### config.mk
export PLATFORM = sky130hd
export DESIGN_NAME = food_placer
export DESIGN_NICKNAME = d
export VERILOG_FILES = /design/src/rtl/game_pkg.sv /design/src/rtl/grid_scan_counter.sv /design/src/rtl/food_placer.sv
export SDC_FILE = /design/constraint.sdc
export NUM_CORES = 1
export LEC_CHECK = 0
export ABC_AREA = 0
export ABC_CLOCK_PERIOD_IN_PS = 2760
export CAP_MARGIN = 40
export CORE_UTILIZATION = 51
export CTS_CLUSTER_DIAMETER = 60
export CTS_CLUSTER_SIZE = 8
export DETAILED_ROUTE_END_ITERATION = 10
export PLACE_DENSITY = 0.81
export SETUP_SLACK_MARGIN = 0.02
export SYNTH_ARGS = -nofsm -noshare
export SYNTH_HDL_FRONTEND = slang
export SYNTH_HIERARCHICAL = 1
export SYNTH_SLANG_ARGS = --single-unit
### constraint.sdc
create_clock -name clk -period 2.76 [get_ports clk]
set_clock_uncertainty 0.1 [all_clocks]
set_input_delay 0.414 -clock clk [delete_from_list [all_inputs] [get_ports clk]]
set_output_delay 0.414 -clock clk [all_outputs]
set_load 0.01 [all_outputs]
### src/rtl/game_pkg.sv
// Shared game constants, placer state encoding and a small coordinate helper
// used by the food placer, the grid LFSR and the renderer.
package game_pkg;

  localparam int GRID_W     = 10;
  localparam int GRID_H     = 10;
  localparam int COORD_W    = 4;
  localparam int GRID_CELLS = GRID_W * GRID_H;

  typedef enum logic [2:0] {
    IDLE,
    SAMPLE,
    LOOKUP,
    CHECK,
    SCAN_Q,
    SCAN_CHK,
    FINISH
  } placer_state_t;

  // Folds a 4-bit LFSR coordinate (0..15) back into 0..lim-1.
  function automatic logic [COORD_W-1:0] wrap_coord(input logic [COORD_W-1:0] v,
                                                    input logic [COORD_W-1:0] lim);
    return (v >= lim) ? v - lim : v;
  endfunction

endpackage

### src/rtl/grid_scan_counter.sv
// Raster position counter over the game grid with load, step and wrap, plus a
// visit count that flags the last not-yet-visited cell of a full sweep.
module grid_scan_counter
  import game_pkg::*;
(
  input  logic               clk,
  input  logic               rst_n,
  input  logic               load,
  input  logic               step,
  input  logic [COORD_W-1:0] load_x,
  input  logic [COORD_W-1:0] load_y,
  output logic [COORD_W-1:0] pos_x,
  output logic [COORD_W-1:0] pos_y,
  output logic [COORD_W-1:0] next_x,
  output logic [COORD_W-1:0] next_y,
  output logic               last_cell
);

  localparam int VISIT_W = $clog2(GRID_CELLS) + 1;
  localparam logic [COORD_W-1:0] X_MAX    = COORD_W'(GRID_W - 1);
  localparam logic [COORD_W-1:0] Y_MAX    = COORD_W'(GRID_H - 1);
  localparam logic [VISIT_W-1:0] CNT_LAST = VISIT_W'(GRID_CELLS - 1);

  logic [COORD_W-1:0] x_q, x_d, y_q, y_d;
  logic [VISIT_W-1:0] cnt_q, cnt_d;

  always_comb begin
    x_d   = x_q;
    y_d   = y_q;
    cnt_d = cnt_q;
    if (load) begin
      x_d   = load_x;
      y_d   = load_y;
      cnt_d = '0;
    end else if (step) begin
      cnt_d = cnt_q + 1'b1;
      if (x_q == X_MAX) begin
        x_d = '0;
        y_d = (y_q == Y_MAX) ? '0 : y_q + 1'b1;
      end else begin
        x_d = x_q + 1'b1;
      end
    end
  end

  always_ff @(posedge clk or negedge rst_n) begin
    if (!rst_n) begin
      x_q   <= '0;
      y_q   <= '0;
      cnt_q <= '0;
    end else begin
      x_q   <= x_d;
      y_q   <= y_d;
      cnt_q <= cnt_d;
    end
  end

  assign pos_x     = x_q;
  assign pos_y     = y_q;
  assign next_x    = x_d;
  assign next_y    = y_d;
  // Count holds cells already stepped past, so GRID_CELLS-1 means the final cell.
  assign last_cell = (cnt_q == CNT_LAST);

endmodule

### src/rtl/food_placer.sv
// Places food on a free grid cell: random LFSR samples checked against the
// occupancy map, falling back to a raster scan after MAX_TRIES misses.
module food_placer
  import game_pkg::*;
#(
  parameter int MAX_TRIES = 8
) (
  input  logic               clk,
  input  logic               rst_n,
  input  logic               place_req,
  input  logic [COORD_W-1:0] rand_x,
  input  logic [COORD_W-1:0] rand_y,
  output logic [COORD_W-1:0] occ_x,
  output logic [COORD_W-1:0] occ_y,
  input  logic               occ_hit,
  output logic [COORD_W-1:0] food_x,
  output logic [COORD_W-1:0] food_y,
  output logic               food_valid,
  output logic               busy,
  output logic               done,
  output logic               grid_full
);

  localparam logic [7:0]         TRIES_MAX = 8'(MAX_TRIES);
  localparam logic [COORD_W-1:0] W_LIM     = COORD_W'(GRID_W);
  localparam logic [COORD_W-1:0] H_LIM     = COORD_W'(GRID_H);

  placer_state_t      state_q, state_d;
  logic [7:0]         tries_q, tries_d;
  logic [COORD_W-1:0] cand_x_q, cand_x_d, cand_y_q, cand_y_d;
  logic [COORD_W-1:0] occ_x_q, occ_x_d, occ_y_q, occ_y_d;
  logic [COORD_W-1:0] food_x_q, food_x_d, food_y_q, food_y_d;
  logic               food_valid_q, food_valid_d;
  logic               busy_q, busy_d;
  logic               done_q, done_d;
  logic               grid_full_q, grid_full_d;

  logic               scan_load, scan_step, scan_last;
  logic [COORD_W-1:0] scan_x, scan_y, scan_nx, scan_ny;
  logic               rand_oob;

  assign rand_oob = (rand_x >= W_LIM) || (rand_y >= H_LIM);

  grid_scan_counter u_scan (
    .clk       (clk),
    .rst_n     (rst_n),
    .load      (scan_load),
    .step      (scan_step),
    .load_x    (wrap_coord(cand_x_d, W_LIM)),
    .load_y    (wrap_coord(cand_y_d, H_LIM)),
    .pos_x     (scan_x),
    .pos_y     (scan_y),
    .next_x    (scan_nx),
    .next_y    (scan_ny),
    .last_cell (scan_last)
  );

  always_comb begin
    state_d      = state_q;
    tries_d      = tries_q;
    cand_x_d     = cand_x_q;
    cand_y_d     = cand_y_q;
    food_x_d     = food_x_q;
    food_y_d     = food_y_q;
    food_valid_d = food_valid_q;
    grid_full_d  = grid_full_q;
    scan_load    = 1'b0;
    scan_step    = 1'b0;
    unique case (state_q)
      IDLE: begin
        if (place_req) begin
          state_d     = SAMPLE;
          grid_full_d = 1'b0;
          tries_d     = '0;
        end
      end
      SAMPLE: begin
        cand_x_d = rand_x;
        cand_y_d = rand_y;
        if (rand_oob) begin
          tries_d = tries_q + 1'b1;
          if (tries_d == TRIES_MAX) begin
            state_d   = SCAN_Q;
            scan_load = 1'b1;
          end
        end else begin
          state_d = LOOKUP;
        end
      end
      LOOKUP: state_d = CHECK;
      CHECK: begin
        if (!occ_hit) begin
          food_x_d     = cand_x_q;
          food_y_d     = cand_y_q;
          food_valid_d = 1'b1;
          state_d      = FINISH;
        end else begin
          tries_d = tries_q + 1'b1;
          if (tries_d == TRIES_MAX) begin
            state_d   = SCAN_Q;
            scan_load = 1'b1;
          end else begin
            state_d = SAMPLE;
          end
        end
      end
      SCAN_Q: state_d = SCAN_CHK;
      SCAN_CHK: begin
        if (!occ_hit) begin
          food_x_d     = scan_x;
          food_y_d     = scan_y;
          food_valid_d = 1'b1;
          state_d      = FINISH;
        end else if (scan_last) begin
          grid_full_d  = 1'b1;
          food_valid_d = 1'b0;
          state_d      = FINISH;
        end else begin
          scan_step = 1'b1;
          state_d   = SCAN_Q;
        end
      end
      FINISH:  state_d = IDLE;
      default: state_d = IDLE;
    endcase
    done_d = (state_d == FINISH);
    busy_d = (state_d != IDLE);
  end

  // The query address is registered on the edge entering the wait state so the
  // map answer lands exactly when CHECK / SCAN_CHK evaluates it.
  always_comb begin
    occ_x_d = occ_x_q;
    occ_y_d = occ_y_q;
    if (state_d == LOOKUP) begin
      occ_x_d = cand_x_d;
      occ_y_d = cand_y_d;
    end else if (state_d == SCAN_Q) begin
      occ_x_d = scan_nx;
      occ_y_d = scan_ny;
    end
  end

  always_ff @(posedge clk or negedge rst_n) begin
    if (!rst_n) begin
      state_q      <= IDLE;
      tries_q      <= '0;
      cand_x_q     <= '0;
      cand_y_q     <= '0;
      occ_x_q      <= '0;
      occ_y_q      <= '0;
      food_x_q     <= '0;
      food_y_q     <= '0;
      food_valid_q <= 1'b0;
      busy_q       <= 1'b0;
      done_q       <= 1'b0;
      grid_full_q  <= 1'b0;
    end else begin
      state_q      <= state_d;
      tries_q      <= tries_d;
      cand_x_q     <= cand_x_d;
      cand_y_q     <= cand_y_d;
      occ_x_q      <= occ_x_d;
      occ_y_q      <= occ_y_d;
      food_x_q     <= food_x_d;
      food_y_q     <= food_y_d;
      food_valid_q <= food_valid_d;
      busy_q       <= busy_d;
      done_q       <= done_d;
      grid_full_q  <= grid_full_d;
    end
  end

  assign occ_x      = occ_x_q;
  assign occ_y      = occ_y_q;
  assign food_x     = food_x_q;
  assign food_y     = food_y_q;
  assign food_valid = food_valid_q;
  assign busy       = busy_q;
  assign done       = done_q;
  assign grid_full  = grid_full_q;

endmodule

==> After elaboration in Yosys (flattened, before gate mapping) <==
Index checks and enable logic that the tools add are counted.
{ "word_totals": {"n_memories": 0, "latch_bits": 0, "ff_bits": 55, "in_bits": 12, "mem_bits_ro": 0, "output_inout_bits": 20, "mem_bits_rw": 0, "elab_cells": 107} }
{ "op_classes": {"n_lt_le_gt_ge": 4, "bitwise": 0, "div": 0, "eq_ne": 20, "n_addsub": 6, "reduce_logical": 12, "n_shift": 0, "mul": 0, "muxes": 50} }
{ "ops": {"columns": ["operator", "n"], "rows": [
  ["$mux 4", 19],
  ["$mux 8", 5],
  ["$pmux 8 s3", 1],
  ["$pmux 3 s6", 1],
  ["$add 8x1->8 const B", 2],
  ["$ge 4x4->1 const B", 4],
  ["$pmux 4 s2", 2],
  ["$mux 3", 5],
  ["$ne 2x2->1 const B", 7],
  ["$eq 3x3->1 const B", 4],
  ["$mux 1", 12],
  ["$eq 3x2->1 const B", 3],
  ["$add 4x1->4 const B", 2],
  ["$eq 4x4->1 const B", 2],
  ["$eq 8x4->1 const B", 1],
  ["$eq 8x7->1 const B", 1],
  ["$reduce_and 4->1", 2],
  ["$reduce_bool 2->1", 4],
  ["$sub 4x4->4 const B", 2],
  ["$pmux 1 s2", 3],
  ["$reduce_and 3->1", 2],
  ["$reduce_bool 3->1", 2],
  ["$mux 2", 2],
  ["$eq 3x1->1 const B", 1],
  ["other kinds (3)", 3]
]} }

==> Logic depth before layout (Yosys ltp) <==
Gate-level depths: netlist (run 1).
{ "depth": {"word_depth": 8, "mapped_depth": 12, "mapped_depth_nobuf": 11} }

==> Cells and area by module <==
Netlist (run 1), hierarchy kept.
{ "by_module_without_submodules": {"columns": ["module", "cells_per_inst", "seq_area_each_um2", "area_each_um2", "instances"], "rows": [
  ["food_placer", 226, 975.9, 2217.1, 1],
  ["grid_scan_counter", 91, 400.4, 874.6, 1]
]} }

==> Worst setup path before layout (run 1) <==
Ideal clock, no wire load.
{ "synth_path": {"path_type": "register to register", "from": "reg tries_q[0]", "to": "reg occ_x_q[0] (netlist: occ_x[0])", "path_buffers": 2, "setup_ns": 0.082, "arrival_ns": 2.385, "slack_ns": 0.193, "required_time_ns": 2.578, "synth_period_minus_slack_ns": 2.567, "path_stages_with_launch": 12, "path_cell_list": "dfrtp_1 ha_1 nand2_1 or3_4 nor4b_4 buf_6 and2_2 clkbuf_1 nand2_1 o21ai_0 o211ai_1 a31oi_1"} }
{ "synth_via": {"elab_chain_cells": 8, "word_cells_on_any_way": 17, "classes_between": "add/sub: 1; eq/ne: 3; mux: 12; reduce/logical: 1"} }
{ "synth_rtl": {"columns": ["item", "line_no", "source"], "rows": [
  ["start: declaration", "food_placer.sv:29", "logic [7:0] tries_q, tries_d;"],
  ["start signal: assignment", "food_placer.sv:160", "tries_q <= tries_d;"],
  ["$add 8x1->8 *", "food_placer.sv:81, food_placer.sv:98", null],
  ["$eq 8x4->1 *", "food_placer.sv:82, food_placer.sv:99", null],
  ["$mux 1 *", "food_placer.sv:82, food_placer.sv:99", null],
  ["$mux 1 (on tied branches)", "food_placer.sv:92, food_placer.sv:80", null],
  ["$pmux 1 s2 *", "food_placer.sv:69", "unique case (state_q)"],
  ["via scan_load", "food_placer.sv:38", "logic scan_load, scan_step, scan_last;"],
  ["$mux 4 *", "grid_scan_counter.sv:31", "if (load) begin"],
  ["via scan_nx[0]", "food_placer.sv:39", "logic [COORD_W-1:0] scan_x, scan_y, scan_nx, scan_ny;"],
  ["$mux 4 *", "food_placer.sv:138", "end else if (state_d == SCAN_Q) begin"],
  ["$mux 4 *", "food_placer.sv:135", "if (state_d == LOOKUP) begin"],
  ["end signal: assignment", "food_placer.sv:150", "occ_x_q <= '0;"],
  ["end signal: assignment", "food_placer.sv:163", "occ_x_q <= occ_x_d;"],
  ["end: declaration", "food_placer.sv:31", "logic [COORD_W-1:0] occ_x_q, occ_x_d, occ_y_q, occ_y_d;"]
]} }
Mark *: on every way through the listed nets, which the timed path passes. The rest lies on a longest branch. The select of a mux whose other input is x is not followed.
A chain may end at the register's enable or synchronous reset.

==> Worst setup path after layout (run 1) <==
{ "layout_path": {"from": "reg u_scan.cnt_q[0]", "to": "reg occ_y_q[3] (netlist: occ_y[3])"} }
{ "layout_via": {"elab_chain_cells": 8, "word_cells_on_any_way": 14, "classes_between": "eq/ne: 3; mux: 10; reduce/logical: 1"} }
{ "layout_rtl": {"columns": ["item", "line_no", "source"], "rows": [
  ["start: declaration", "grid_scan_counter.sv:25", "logic [VISIT_W-1:0] cnt_q, cnt_d;"],
  ["start signal: assignment", "grid_scan_counter.sv:54", "cnt_q <= cnt_d;"],
  ["$eq 8x7->1", "grid_scan_counter.sv:63", "assign last_cell = (cnt_q == CNT_LAST);"],
  ["via scan_last", "food_placer.sv:38", null],
  ["$mux 1", "food_placer.sv:114", "end else if (scan_last) begin"],
  ["$mux 1", "food_placer.sv:109", "if (!occ_hit) begin"],
  ["$mux 1", "food_placer.sv:69", null],
  ["via scan_step", "food_placer.sv:38", null],
  ["$mux 4", "grid_scan_counter.sv:35", "end else if (step) begin"],
  ["$mux 4", "grid_scan_counter.sv:31", null],
  ["via scan_ny[3]", "food_placer.sv:39", null],
  ["$mux 4", "food_placer.sv:138", null],
  ["$mux 4", "food_placer.sv:135", null],
  ["end signal: assignment", "food_placer.sv:164", "occ_y_q <= occ_y_d;"],
  ["end: declaration", "food_placer.sv:31", null]
]} }
The timed path passes the listed nets, and every way through them passes these cells. The select of a mux whose other input is x is not followed.

==> results of run 1 <==
==> power by group <==
part / internal, uW / leakage [uW] / switching [uW]
sequential: 1120 / 0.000688 / 271
combinational: 874 / 0.000810 / 1100
clock: 362 / 0.0000644 / 272
==> placed cells by master (no fill, tap or decap), types with 4 or more instances in the layout <==
master	count
mux2_2	6
dfrtp_1	54
o211ai_1	9
o21ai_0	23
ha_1	4
nand2_1	38
o21ai_1	7
nand3_1	6
a21oi_1	14
mux2i_1	12
buf_4	16
nand4_1	4
xor2_1	7
inv_1	6
clkdlybuf4s50_1	30
xnor2_1	6
clkbuf_8	5
a31oi_1	12
o31ai_1	10
nor2_1	25
nand2b_1	6
==> synthesized netlist by cell type, types with 3 or more instances <==
master,count
inv_1,6
o21ai_1,7
ha_1,4
a21oi_1,14
nand3b_1,3
xor2_1,7
o21a_1,3
nand4_1,4
nor2_1,26
inv_2,3
nand2b_1,6
nor3_2,3
mux2i_1,12
mux2_2,6
o21ai_0,23
buf_6,4
o31ai_1,10
a31oi_1,12
nand2_1,38
o211ai_1,9
xnor2_1,6
nand3_1,6
clkbuf_1,6
dfrtp_1,55
nor3_1,3
==> layout make-up <==
type | count | area [um2]
well taps | 72 | 90.1
multi-input cells | 240 | 1600
flip-flops and latches | 55 | 1380
clock inverters | 3 | 67.6
fillers | 470 | 2010
repair buffers | 47 | 425
clock buffers | 5 | 68.8
inverters | 9 | 33.8
==> routing by layer <==
layer | part of all wire [%] | vias up
li1 | - | 1231
met5 | 0 | -
met3 | 4.2 | 17
met4 | 2.1 | 0
met2 | 48 | 83
met1 | 45 | 1236
==> worst max-delay path by stage <==
| stage | startpoint | endpoint | depth (start not counted) |
|---|---|---|---|
| 6_report | u_scan/cnt_q[0] | occ_y[3] | 10 |
| 5_1_grt | u_scan/cnt_q[2] | occ_x[3] | 10 |
| 4_1_cts | u_scan/cnt_q[2] | occ_x[3] | 10 |
| 3_5_place_dp | rand_y[1] | occ_y[3] | 10 |
| 3_3_place_gp | rand_y[1] | occ_x[3] | 8 |
| 2_1_floorplan | tries_q[0] | occ_x[0] | 11 |
==> logic make-up after synthesis <==
family,after synthesis
mux,19
simple gates,111
fa+ha+maj,4
xor+xnor,13
flops,55
compound gates,93
buf+inv,22
==> state kept, by name (all words and copies together), names as in the netlist <==
signal	flops
tries_q	8
u_scan/cnt_q	8
cand_x_q	4
cand_y_q	4
food_x	4
food_y	4
occ_x	4
occ_y	4
u_scan/pos_x	4
u_scan/pos_y	4
state_q	3
busy	1
done	1
food_valid	1
grid_full	1
==> stage by stage <==
step                      setup TNS [ns]  instances  hold WS (ns)  setup WS, ns
after global routing                   0        431         0.186        0.0221
after global placement                 0        423         0.364         0.140
after floorplan                        0        317        0.0184         0.193
after CTS                              0        431         0.154        0.0825
final                                  0        431         0.117         0.144
after detailed placement        -0.00326        423         0.382      -0.00326
==> worst register-to-register path, cell delays in order, from the launching register on <==
cell	delay, ns
dfrtp_1	0.44
ha_1	0.27
nor4bb_2	0.21
nand2b_1	0.20
nor2_2	0.29
nand2_4	0.14
nor3_2	0.26
o31ai_1	0.10
a31oi_1	0.23
o211ai_1	0.13
a31oi_1	0.18
==> repair_timing <==
action / in CTS / in global routing
hold buffers: 0 / 0
endpoints found under the setup margin: 0 / 7
hold endpoints to repair: 0 / 0
gates resized for setup: 0 / 5
==> reports/qor.txt, run 1 <==
initial core utilization: 54.5%
syn nets: 333
Final nets: 374
VDD IR max: 0.465 mV
Max-Cap Viols: 0
P per Cell Area: 1090 nW/um2
CTS Root Cell: clkbuf_8
critical path's top delay family: simple AND/OR/NAND/NOR gates
FF-to-FF path depth: 10
startpoint types: flip-flop
Initial DRC Count: 159
overall die width: 79.9 um
area share of the largest cell type after synthesis: 44.5%
Worst EP required: 2.90 ns
synth top area cells: dfrtp_1 (45%), nand2_1 (4.6%), mux2i_1 (3.9%), o21ai_0 (3.7%), nor2_1 (3.2%)
Final Hold Violating Endpoints: 0
core area: 5680 um2
synthesized cell area: 3090 um2
DR WL/cell: 16.6 um
postcts setup bufs: 0
Synth Warn #: 6
clk sinks: 55
first-pass GRT wire length: 11800 um
clock tree from TritonCTS: done
Compound-Gate Fraction of Synth Area: 19.5%
Clock Path Buffers: 2
H-Tree Depth: 2
met3 Use GR: 3.66%
Via-to-Cell Ratio: 5.96
synth unique cells: 61
Top Ports: 32
RR Startpoint: u_scan/cnt_q[0]
Yosys top cell by area: dfrtp_1
share of layout cells above drive strength 1: 16.2%
Final Max Slew Viols: 0
setup violators final: 0
routed wire length: 7160 um
met2 usage: 37.6%
die area: 6380 um2
worst-path fanout max: 7
Worst EP arrival: 2.75 ns
syn avg cell area: 9.75 um2
headroom to the max-slew limit: 54.1%
RSZ-0062 raised after global routing: false
Antenna diodes: 0
Layout Utilization: 64.6%
Fmax: 382 MHz
worst slew pin tran: 0.688 ns
largest family of logic cells by synthesized area: simple AND/OR/NAND/NOR gates
DRC: 0
post-route ant nets: 0
outcome: completed
dpl cell area: 3510 um2
final instance area: 3660 um2
Final Total Pwr: 4000 uW
later-pin clock latency in the skew report: 0.31 ns
crit end category: flip-flop
CP peak stage delay: 0.44 ns
router iterations before antenna repair: 4
Setup CP Type: flip-flop to flip-flop
Worst Hold Class: primary input to async pin
leak pwr: 0.00156 uW
Max stage delay cell, worst path: dfrtp_1
mux contribution to synthesized area: 6.80%
simple-gate share of the synthesized area: 19.8%
ys flop type: dfrtp_1
Syn-to-layout area delta: 18.5%
Adder-Cell Fraction of Synth Area: 1.62%
largest net degree at the start of global routing: 56
Worst-path clk slew: 0.11 ns
gr ovfl total: 0
port bufs: 31
CTS buffer count: 5
via count: 2567
die height: 79.9 um
Synth Instances: 317
register area share after synthesis: 44.5%
fin crit share: 94.8%
synthesized flop and latch total: 55
Tmin final: 2.62 ns
CP dominant cell by count: a31oi_1
vias in the first global route: 2399
GRT busiest layer: met2
antenna violations before repair: 0
GPL Wtd Cong: 0.924
Post-synth EDFFs: 0
Synth async-reset ratio: 100%
XOR/XNOR Fraction of Synth Area: 3.68%
reg-to-reg slack, setup: 0.14 ns
GR Util met1: 33.9%
RR Endpoint: occ_y[3]
WP buf/inv: 0
row count: 27
critical path, cell by cell: ha_1 -> nor4bb_2 -> nand2b_1 -> nor2_2 -> nand2_4 -> nor3_2 -> o31ai_1 -> a31oi_1 -> o211ai_1 -> a31oi_1
GRT Util Overall: 24.2%
DPL Wire Length: 5170 um
Note: power is estimated with default switching activity, not from simulation.
==> run 2: changes to the inputs <==
--- a/config.mk
+++ b/config.mk
@@ -8,11 +8,12 @@
 export ABC_AREA = 0
 export ABC_CLOCK_PERIOD_IN_PS = 2760
 export CAP_MARGIN = 40
-export CORE_UTILIZATION = 51
+export CORE_UTILIZATION = 31
 export CTS_CLUSTER_DIAMETER = 60
 export CTS_CLUSTER_SIZE = 8
 export DETAILED_ROUTE_END_ITERATION = 10
-export PLACE_DENSITY = 0.81
+export MAX_ROUTING_LAYER = met4
+export PLACE_DENSITY = 0.56
 export SETUP_SLACK_MARGIN = 0.02
 export SYNTH_ARGS = -nofsm -noshare
 export SYNTH_HDL_FRONTEND = slang
==> run 2 against run 1 <==
Largest cell class unchanged. Count of clock-buffer cells in the layout grew 3. Clock power shrank 23%. Die area grew 63%. Core utilization shrank 26 points. Sequential cell count is the same. Register-to-register slack gained 0.09 ns. Design area grew 2.0%. Critical path depth is the same.
==> reports/qor.txt, run 2 (synthesis results as in run 1) <==
RSZ-0062 raised after global routing: true
area occupied by multi-input gates: 1590 um2
die height: 102 um
first-pass GRT wire length: 11800 um
Final nets: 378
row count: 36
DPL Wire Length: 5160 um
post-route ant nets: 0
routed wire length: 6920 um
share of layout cells above drive strength 1: 16.0%
clock tree from TritonCTS: done
leak pwr: 0.00158 uW
overall die width: 102 um
Final Max Slew Viols: 0
CTS buffer count: 5
Tmin final: 2.53 ns
DRC: 0
core area: 9730 um2
H-Tree Depth: 2
crit end category: flip-flop
clk sinks: 55
final instance area: 3740 um2
via count: 2419
worst-path fanout max: 7
Worst-path clk slew: 0.10 ns
fin crit share: 91.7%
Worst EP arrival: 2.66 ns
most frequent cells in the layout: dfrtp_1 (55), nand2_1 (38), clkdlybuf4s50_1 (30), nor2_1 (26), o21ai_0 (23)
gr ovfl total: 0
Clock Path Buffers: 2
dpl cell area: 3630 um2
VDD IR max: 0.300 mV
Antenna diodes: 0
register area: 1380 um2
filler cell count: 1005
Initial DRC Count: 96
Max-Cap Viols: 0
Worst Hold Class: primary input to async pin
later-pin clock latency in the skew report: 0.31 ns
CP peak stage delay: 0.42 ns
Regs by FF count: tries_q: 8 flops, u_scan/cnt_q: 8 flops
die area: 10400 um2
commonest non-fill, non-tap cell in the layout: dfrtp_1
Final WS setup: 0.230 ns
GRT Util Overall: 15.1%
Max stage delay cell, worst path: dfrtp_1
Setup CP Type: flip-flop to flip-flop
vias in the first global route: 2362
setup violators final: 0
startpoint types: flip-flop
Syn-to-layout area delta: 20.8%
port bufs: 31
Final Hold Violating Endpoints: 0
worst slack at placement: -0.0175 ns
final setup TNS: 0 ns
worst slew pin tran: 0.673 ns
largest net degree at the start of global routing: 30
initial core utilization: 31.8%
hold slack: 0.0239 ns
Via-to-Cell Ratio: 4.88
outcome: completed
router iterations before antenna repair: 4
Top Ports: 32
CTS Root Cell: clkbuf_8
P per Cell Area: 1010 nW/um2
antenna violations before repair: 0
Worst EP required: 2.89 ns
DR WL/cell: 14.0 um
Fmax: 395 MHz
critical path, cell by cell: ha_1 -> nor4bb_1 -> nand2b_1 -> nor2_1 -> nand2_4 -> nor3_2 -> mux2i_1 -> o21ai_1 -> o211ai_1 -> a31oi_1
headroom to the max-slew limit: 55.2%
GPL Wtd Cong: 0.804
## run 2: changes by cell type in the layout (fill, tap and decap cells not counted), sizes merged
cell      before  now
clkbuf         5    8
buf           17   21
clkinvlp       1    0
bufinv         2    0
## run 2: final timing paths
kind	startpoint	slack, ns	endpoint	cells past startpoint
worst min-delay path	rst_n	0.02	cand_x_q[2]	1
worst min register to register	food_x[1]	0.39	food_x[1]	2
max in group asynchronous	rst_n	1.94	u_scan/cnt_q[1]	2
worst max register to register	u_scan/cnt_q[0]	0.23	occ_y[1]	10
min in group clk	food_x[1]	0.39	food_x[1]	2
worst max-delay path	u_scan/cnt_q[0]	0.23	occ_y[1]	10
## run 2: routing by layer
layer / routed length (um) / vias up / global-route usage [%]
met5: 0 / - / -
met2: 2890 / 46 / 21.7
met3: 261 / 11 / 2.53
li1: - / 1238 / -
met4: 119 / 0 / 4.62
met1: 3650 / 1124 / 21.7
## run 2: layout make-up
type	count	share of cell area [%]
inverters	9	0.904
flip-flops and latches	55	36.8
clock buffers	8	2.68
multi-input cells	240	42.6
well taps	133	4.45
repair buffers	51	12.5
## run 2: through the flow
stage               util (%)  std cells  total power, uW
finish                  38.4        496             3790
global route            38.4        496             4130
CTS                     38.3        495             3830
detailed placement      37.3        487             3310
global placement        37.3        487             3300
floorplan                  -        317             2640
## run 2: what timing repair did
item / 4_1_cts / 5_1_grt
resized for setup: 0 / 2
endpoints found under the setup margin: 0 / 6
buffers inserted: 0 / 1
hold buffers: 0 / 0
## run 2: worst max-delay path: cells and delay by family, from the launching register on
family                   cells  cell delay, ns
adder cells (fa/ha/maj)      1            0.25
multiplexers                 1            0.11
AND/OR/NAND/NOR              5            1.04
flip-flops                   1            0.42
AO/OA/AOI/OAI                3            0.53
## run 2: where the power goes
| group | total (uW) | internal, uW | leakage, uW | switching (uW) |
|---|---|---|---|---|
| logic | 1940 | 887 | 0.000834 | 1050 |
| registers | 1360 | 1120 | 0.000690 | 247 |
| clock network | 491 | 230 | 0.0000515 | 261 |
==> run 3: changes to the inputs <==
--- a/config.mk
+++ b/config.mk
@@ -14,7 +14,9 @@
 export DETAILED_ROUTE_END_ITERATION = 10
 export MAX_ROUTING_LAYER = met4
 export PLACE_DENSITY = 0.56
+export REMOVE_ABC_BUFFERS = 1
 export SETUP_SLACK_MARGIN = 0.02
+export SLEW_MARGIN = 20
 export SYNTH_ARGS = -nofsm -noshare
 export SYNTH_HDL_FRONTEND = slang
 export SYNTH_HIERARCHICAL = 1
==> constraint.sdc (replaced) <==
create_clock -name clk -period 2.76 [get_ports clk]
set_clock_uncertainty 0.1 [all_clocks]
set_input_delay 0.552 -clock clk [delete_from_list [all_inputs] [get_ports clk]]
set_output_delay 0.552 -clock clk [all_outputs]
set_load 0.01 [all_outputs]
==> run 3 against run 2 <==
Setup slack gained 0.049 ns. Clock power shrank 5.9%. Hold slack gained 0.11 ns. Fmax grew 2.0%. Non-clock buffer count grew 5. Total power grew 0.99%. Critical path depth shrank 2. Via count grew 3.0%. Sequential share of layout area shrank 0.40 points. Sequential cell count is the same. Design area grew 1.1%. Largest cell class unchanged.
==> reports/qor.txt, run 3 (synthesis results as in run 1) <==
Clock Path Buffers: 2
P per Cell Area: 1010 nW/um2
worst-path fanout max: 8
Fmax: 403 MHz
clock tree from TritonCTS: done
largest net degree at the start of global routing: 33
die area: 10400 um2
post-route ant nets: 0
clk sinks: 55
row count: 36
CTS Root Cell: clkbuf_8
postcts setup bufs: 0
Worst Hold Class: primary input to async pin
most frequent cells in the layout: dfrtp_1 (55), nand2_1 (38), clkdlybuf4s50_1 (30), nor2_1 (26)
outcome: completed
share of layout cells above drive strength 1: 17.4%
H-Tree Depth: 2
Via-to-Cell Ratio: 4.98
startpoint types: flip-flop
Top Ports: 32
Max-Cap Viols: 0
DR WL/cell: 14.2 um
GPL Wtd Cong: 0.802
Syn-to-layout area delta: 22.2%
Post-Layout Cell Count: 500
Worst EP arrival: 2.61 ns
critical path, cell by cell: nor3_1 -> nor4bb_1 -> nand2b_1 -> buf_4 -> o32a_1 -> a21boi_2 -> o31ai_1 -> a31oi_1
fin crit share: 89.9%
gr ovfl total: 0
vias in the first global route: 2431
overall die width: 102 um
CP peak stage delay: 0.45 ns
Regs by FF count: tries_q: 8 flops, u_scan/cnt_q: 8 flops
VDD IR max: 0.278 mV
placed cell count: 493
Final nets: 383
met2 wire length: 3310 um
Final Max Slew Viols: 0
first-pass GRT wire length: 12200 um
DRC: 0
port bufs: 31
router iterations before antenna repair: 4
Post-CTS Hold Buffers: 0
later-pin clock latency in the skew report: 0.31 ns
Worst-path clk slew: 0.10 ns
initial core utilization: 31.8%
Max stage delay cell, worst path: dfrtp_1
Worst EP required: 2.89 ns
routed wl met3: 254 um
Initial DRC Count: 146
Final Hold Violating Endpoints: 0
DPL Wire Length: 5280 um
Tmin final: 2.48 ns
headroom to the max-slew limit: 60.5%
leak pwr: 0.00160 uW
antenna violations before repair: 0
GRT Util Overall: 15.3%
worst slew pin tran: 0.592 ns
Antenna diodes: 0
Layout Utilization: 38.8%
setup violators final: 0
top sig layer: met4
routed wire length: 7110 um
commonest non-fill, non-tap cell in the layout: dfrtp_1
crit end category: flip-flop
die height: 102 um
Setup CP Type: flip-flop to flip-flop
RSZ-0062 raised after global routing: false
post-CTS resize count: 0
Met1 Wirelength: 3490 um
core area: 9730 um2
via count: 2492
CTS buffer count: 5
[run 3: final cells by class]
type                    count  area (um2)
fillers                   989        5950
clock inverters             1        5.00
well taps                 133         166
multi-input cells         240        1600
flip-flops and latches     55        1380
clock buffers               6        82.6
repair buffers             56         518
inverters                   9        33.8
[run 3: routing by layer]
metal	vias to the layer above	GRT usage [%]
met1	1189	20.7
met5	-	-
met2	53	24.1
met3	4	2.12
li1	1246	-
met4	0	3.74
[run 3: power breakdown]
group / switching [uW] / internal [uW]
Clock: 264 / 198
Sequential: 271 / 1120
Combinational: 1060 / 919
Total: 1590 / 2230
[run 3: per-stage QoR]
step / hold WS [ns] / power [uW] / setup WS (ns) / area (um2) / setup TNS (ns)
4_1_cts: 0.148 / 3840 / 0.217 / 3770 / 0
3_5_place_dp: 0.369 / 3370 / -0.112 / 3680 / -0.336
2_1_floorplan: 0.156 / 2560 / 0.0704 / 3000 / 0
3_3_place_gp: 0.360 / 3340 / 0.0173 / 3680 / 0
6_report: 0.134 / 3830 / 0.279 / 3780 / 0
5_1_grt: 0.165 / 4150 / 0.0643 / 3780 / 0
[run 3: path summary, 6_finish.rpt]
path / start / end / slack [ns] / cells after the start
worst min-delay path: rst_n / u_scan/cnt_q[5] / 0.13 / 1
max in group asynchronous: rst_n / occ_x[2] / 1.84 / 2
worst max register to register: u_scan/cnt_q[2] / occ_y[3] / 0.28 / 8
worst max-delay path: u_scan/cnt_q[2] / occ_y[3] / 0.28 / 8
worst min register to register: food_x[1] / food_x[1] / 0.38 / 2
min in group clk: food_x[1] / food_x[1] / 0.38 / 2
[run 3: critical path, delay by kind of cell, from the launching register on]
family	cells	cell delay, ns
AND/OR/NAND/NOR	3	0.83
buffers and inverters	1	0.12
flip-flops	1	0.45
AO/OA/AOI/OAI	4	0.90
